--- src/rtl/shim_ads816x_spi_responder.sv ---
// Cycle-level stand-in for an ADS8166/7/8 SPI responder: it decodes register
// write/read and on-the-fly channel requests and shifts the response out on miso.
module shim_ads816x_spi_responder #(
  parameter int ADS_MODEL_ID = 8
) (
  input  logic         clk,
  input  logic         resetn,
  input  logic         n_cs,
  input  logic         mosi,
  output logic         miso,
  input  logic [127:0] sample_data,
  output logic         otf_mode,
  output logic [2:0]   last_ch,
  output logic [15:0]  frame_count,
  output logic         frame_len_err,
  output logic         bad_spi_cmd,
  output logic         cs_high_violation
);

  localparam int N_CS_MIN_HIGH = (ADS_MODEL_ID == 8) ? 34 :
                                 (ADS_MODEL_ID == 7) ? 84 : 184;
  localparam logic [7:0]  CS_MIN     = 8'(N_CS_MIN_HIGH);
  localparam logic [10:0] OTF_ADDR   = 11'h02A;
  localparam logic [4:0]  OP_WRITE   = 5'b00001;
  localparam logic [4:0]  OP_READ    = 5'b00010;

  typedef enum logic [1:0] {S_IDLE, S_FRAME, S_DECODE} state_t;

  state_t      state;
  logic [4:0]  rx_cnt;
  logic [23:0] rx_shift;
  logic [23:0] tx_next;
  logic [23:0] tx_shift;
  logic [7:0]  otf_cfg;
  logic [7:0]  hi_cnt;
  logic        frame_seen;

  // S_FRAME is exactly "n_cs was low on the previous clk".
  logic frame_start, frame_end;
  assign frame_start = !n_cs && (state != S_FRAME);
  assign frame_end   = n_cs && (state == S_FRAME);

  assign otf_mode = otf_cfg[0];
  assign miso     = n_cs ? 1'b0 : tx_shift[23];

  logic [23:0] dec_tx;
  logic        dec_bad, dec_len_err, cfg_wr, ch_wr;
  logic [2:0]  req_ch;

  // NOTE: every always_comb output gets a default first so no path leaves it
  // unassigned and a latch cannot be inferred.
  always_comb begin
    dec_tx      = '0;
    dec_bad     = 1'b0;
    dec_len_err = 1'b0;
    cfg_wr      = 1'b0;
    ch_wr       = 1'b0;
    req_ch      = rx_shift[13:11];
    if (rx_cnt == 5'd24) begin
      case (rx_shift[23:19])
        OP_WRITE: cfg_wr = (rx_shift[18:8] == OTF_ADDR);
        OP_READ:  dec_tx = {(rx_shift[18:8] == OTF_ADDR) ? otf_cfg : 8'h00, 16'h0000};
        default:  dec_bad = 1'b1;
      endcase
    end else if (rx_cnt == 5'd16) begin
      if (otf_cfg[0] && rx_shift[15:14] == 2'b10) begin
        ch_wr  = 1'b1;
        dec_tx = {sample_data[{req_ch, 4'b0000} +: 16], 8'h00};
      end else begin
        dec_bad = 1'b1;
      end
    end else begin
      dec_len_err = 1'b1;
    end
  end

  // NOTE: sequential state uses non-blocking assignments only, so every
  // register samples pre-edge values regardless of statement order.
  always_ff @(posedge clk) begin
    if (!resetn) begin
      state             <= S_IDLE;
      rx_cnt            <= '0;
      rx_shift          <= '0;
      tx_next           <= '0;
      tx_shift          <= '0;
      otf_cfg           <= '0;
      last_ch           <= '0;
      frame_count       <= '0;
      frame_len_err     <= 1'b0;
      bad_spi_cmd       <= 1'b0;
      cs_high_violation <= 1'b0;
      hi_cnt            <= 8'hFF;
      frame_seen        <= 1'b0;
    end else begin
      case (state)
        S_IDLE:   if (!n_cs) state <= S_FRAME;
        S_FRAME:  if (n_cs) state <= S_DECODE;
        default:  state <= n_cs ? S_IDLE : S_FRAME;
      endcase

      if (!n_cs) hi_cnt <= '0;
      else if (hi_cnt != 8'hFF) hi_cnt <= hi_cnt + 8'd1;

      if (frame_start) begin
        rx_cnt   <= 5'd1;
        rx_shift <= {23'b0, mosi};
        tx_shift <= tx_next;
        tx_next  <= '0;
        if (frame_seen && hi_cnt < CS_MIN) cs_high_violation <= 1'b1;
      end else if (!n_cs) begin
        if (rx_cnt != 5'd31) rx_cnt <= rx_cnt + 5'd1;
        rx_shift <= {rx_shift[22:0], mosi};
        tx_shift <= {tx_shift[22:0], 1'b0};
      end

      // Errored frames still count and still replace the pending response.
      if (frame_end) begin
        frame_count <= frame_count + 16'd1;
        frame_seen  <= 1'b1;
        tx_next     <= dec_tx;
        if (dec_len_err) frame_len_err <= 1'b1;
        if (dec_bad)     bad_spi_cmd   <= 1'b1;
        if (cfg_wr)      otf_cfg       <= rx_shift[7:0];
        if (ch_wr)       last_ch       <= req_ch;
      end
    end
  end

endmodule

--- config.mk ---
export PLATFORM = sky130hd
export DESIGN_NAME = shim_ads816x_spi_responder
export DESIGN_NICKNAME = d
export VERILOG_FILES = /design/src/rtl/shim_ads816x_spi_responder.sv
export SDC_FILE = /design/constraint.sdc
export NUM_CORES = 1
export LEC_CHECK = 0
export BUFFER_PORTS_ARGS = -buffer_cell sky130_fd_sc_hd__buf_4
export CORE_AREA = 10 10 84 141
export CTS_CLUSTER_SIZE = 16
export DETAILED_ROUTE_END_ITERATION = 10
export DIE_AREA = 0 0 94 151
export PLACE_DENSITY = 0.84
export SLEW_MARGIN = 25
export SYNTH_ARGS = -nofsm -noshare
export SYNTH_HDL_FRONTEND = slang
export SYNTH_SLANG_ARGS = --single-unit
--- constraint.sdc ---
create_clock -name clk -period 3 [get_ports clk]
set_clock_uncertainty 0.1 [all_clocks]
set_input_delay 0.3 -clock clk [delete_from_list [all_inputs] [get_ports clk]]
set_output_delay 0.3 -clock clk [all_outputs]
set_load 0.01 [all_outputs]
==> metrics.csv <==
metric;value;unit
status;completed;
post_cts resized;0;
#FFs+latches synth;102;
Initial DRT Pass Iterations;4;
leakage;2.720;nW
initial antenna violation count;0;
worst skew pair latency;0.34;ns
Initial Util;0.5511;
Post-synth EDFFs;0;
Setup Viol. Count Final;0;
Congestion Overflow GR;0;
H-tree depth;3;
Placement Setup Slack;0.4492;ns
WP data required;3.19;ns
setup_tns;0;ns
clk buf depth;2;
IO Count;156;
critical path launch point type;register;
Area Growth Syn to Fin;27.92;%
Routed WL;14330;µm
CP Capture Type;register;
Cell variety after synth;44;
Max Clk Rate;0.4405;GHz
Filler cells;720;
WP data arrival;2.46;ns
max cap viols;0;
Port Buffer Count;155;
critical path class;reg2reg;
vias in the first global route;4594;
final net count;793;
commonest cells after routing, fill and taps aside;buf_4 (162), dfxtp_1 (101), nor2_1 (91);
RSZ-0062 raised after global routing;false;
Worst Hold Depth;3;
part of the cycle the worst path needs;0.7567;
post-detail-place hpwl;11400;µm
Hold Slack;0.1606;ns
critical hold path startpoint;mosi;
R2R cell count;7;
DIE AREA;14190;µm²
Mapped Nets;656;
reg2reg setup slack;0.73;ns
cts hold-fix bufs;0;
die height;151;µm
Post-Synthesis Cells;517;
sequential share of the synthesized area;0.3938;
root buffer cell;clkbuf_16;
final worst path period need;2.270;ns
Main synth FF type;dfxtp_1;
Slew HR;0.5916;
GRT Util Overall;0.1984;
commonest non-fill, non-tap cell in the layout;buf_4;
power density cells;410.2;nW/µm²
Final Hold Vio Count;0;
Power, Total;2.721;mW
vias per inst;5.673;
Hold EP;rx_shift[0];
post-CTS setup buffer count;0;
placer congestion estimate;0.8455;
peak supply drop;410.3;µV
pin count of the biggest net entering global routing;35;
register area;2043;µm²
FF-to-FF Start;state[1];
Min-Delay Path Class;in2reg;
Max FO, Critical Path;16;
Multi-input gate area;2930;µm²
drt drc;0;
via count;4431;
Synth async-reset ratio;0;
Yosys warnings;0;
row count;47;
CTS tree;done;
share of layout cells above drive strength 1;0.3126;
initial DRC count;231;
global-route wire length before repair;22470;µm
WL/cell;18.35;µm
Core Region;9409;µm²
Clock transition at path regs;0.06;ns
max-slew violation count;0;
Final ANT Viol Nets;0;
n_diodes;0;
die width;94;µm
Least-Margin Pin Slew;0.6107;ns
Sink Count;102;
Cell Area, Synth;5185;µm²
number of CTS-inserted buffers;9;
RR Endpoint;tx_next[20];
Final Util;0.7049;
Synth Area per Inst;10.03;µm²
PnR worst setup slack;0.7298;ns
worst max-delay path, cell delays in order, from the launching register on:
cell and delay (ns):
dfxtp_1 0.29, nand2b_1 0.17, inv_1 0.08, ha_1 0.36, nor2b_1 0.22, nand4_1 0.51, nor2_1 0.32, a221o_1 0.15
cells in the mapped netlist (2+ instances only):
cell type | instances | area share
and4_1 | 2 | 0.0034
ha_1 | 7 | 0.017
and3_1 | 4 | 0.0048
nand3_1 | 13 | 0.013
mux4_2 | 24 | 0.10
a21oi_1 | 23 | 0.022
nor4_1 | 2 | 0.0024
nand2_1 | 41 | 0.030
buf_6 | 2 | 0.0043
nor2_1 | 91 | 0.066
mux4_1 | 8 | 0.041
or3_1 | 2 | 0.0024
clkbuf_1 | 18 | 0.013
o31ai_1 | 3 | 0.0043
dfxtp_1 | 102 | 0.39
buf_1 | 3 | 0.0022
or4_1 | 2 | 0.0029
xnor2_1 | 9 | 0.015
nand2b_1 | 4 | 0.0048
nand4_1 | 8 | 0.0097
o21ai_0 | 17 | 0.016
nor4b_1 | 3 | 0.0051
inv_1 | 7 | 0.0051
buf_4 | 4 | 0.0058
and4bb_2 | 2 | 0.0048
nor3_1 | 4 | 0.0039
xor2_1 | 9 | 0.015
o21a_1 | 2 | 0.0029
and3b_1 | 2 | 0.0034
nor2b_1 | 3 | 0.0036
mux2i_1 | 69 | 0.13
buf_2 | 8 | 0.0077
a221o_1 | 8 | 0.015
kinds of logic after synthesis:
logic type,share of synthesized area
adders and majority gates,0.01689
DFF,0.3938
muxes,0.2780
AOI/OAI and AO/OA,0.06588
buffers and inverters,0.04271
xor gates and xnor gates,0.03041
and+or+nand+nor,0.1723
how the worst max path moves through the flow:
stage / start / depth (start not counted) / end / slack [ns]
finish: state[1] / 7 / tx_next[20] / 0.73
global route: n_cs / 6 / tx_next[12] / 0.47
CTS: rx_shift[12] / 4 / tx_next[13] / 0.74
detailed placement: n_cs / 7 / tx_next[19] / 0.45
global placement: n_cs / 7 / tx_next[17] / 0.54
floorplan: state[1] / 8 / frame_count[15] / 1.12
per-stage QoR:
stage / instances / cell area, µm²
after floorplan: 517 / 5185
after CTS: 781 / 6630
after global placement: 765 / 6370
after detailed placement: 765 / 6370
after global routing: 781 / 6633
final: 781 / 6633
routing by layer:
layer / vias up / part of all wire / GRT usage
li1: 2137 / - / -
met1: 2103 / 0.36 / 0.2051
met2: 161 / 0.55 / 0.3573
met3: 30 / 0.064 / 0.06442
met4: 0 / 0.031 / 0.07863
met5: - / 0 / 0
power by group:
part	leakage, nW	switching, mW	internal, mW
combinational	1.76	0.118	0.181
sequential	0.826	0.0182	1.37
clock	0.130	0.472	0.560
flip-flops by register name (all words and copies together) (netlist names):
register / count
frame_len_err: 1
bad_spi_cmd: 1
cs_high_violation: 1
rx_shift: 24
frame_seen: 1
tx_next: 16
tx_shift: 16
otf_cfg: 8
rx_cnt: 5
hi_cnt: 8
last_ch: 3
frame_count: 16
state: 2
area by class of cell:
cell class / count / share of cell area
Sequential cell: 102 / 0.3081
Multi-Input combinational cell: 371 / 0.4418
Timing Repair Buffer: 162 / 0.1834
Clock buffer: 12 / 0.03565
Inverter: 8 / 0.004527
Clock inverter: 4 / 0.003584
Tap cell: 122 / 0.02301
Note: power is estimated with default switching activity, not from simulation.
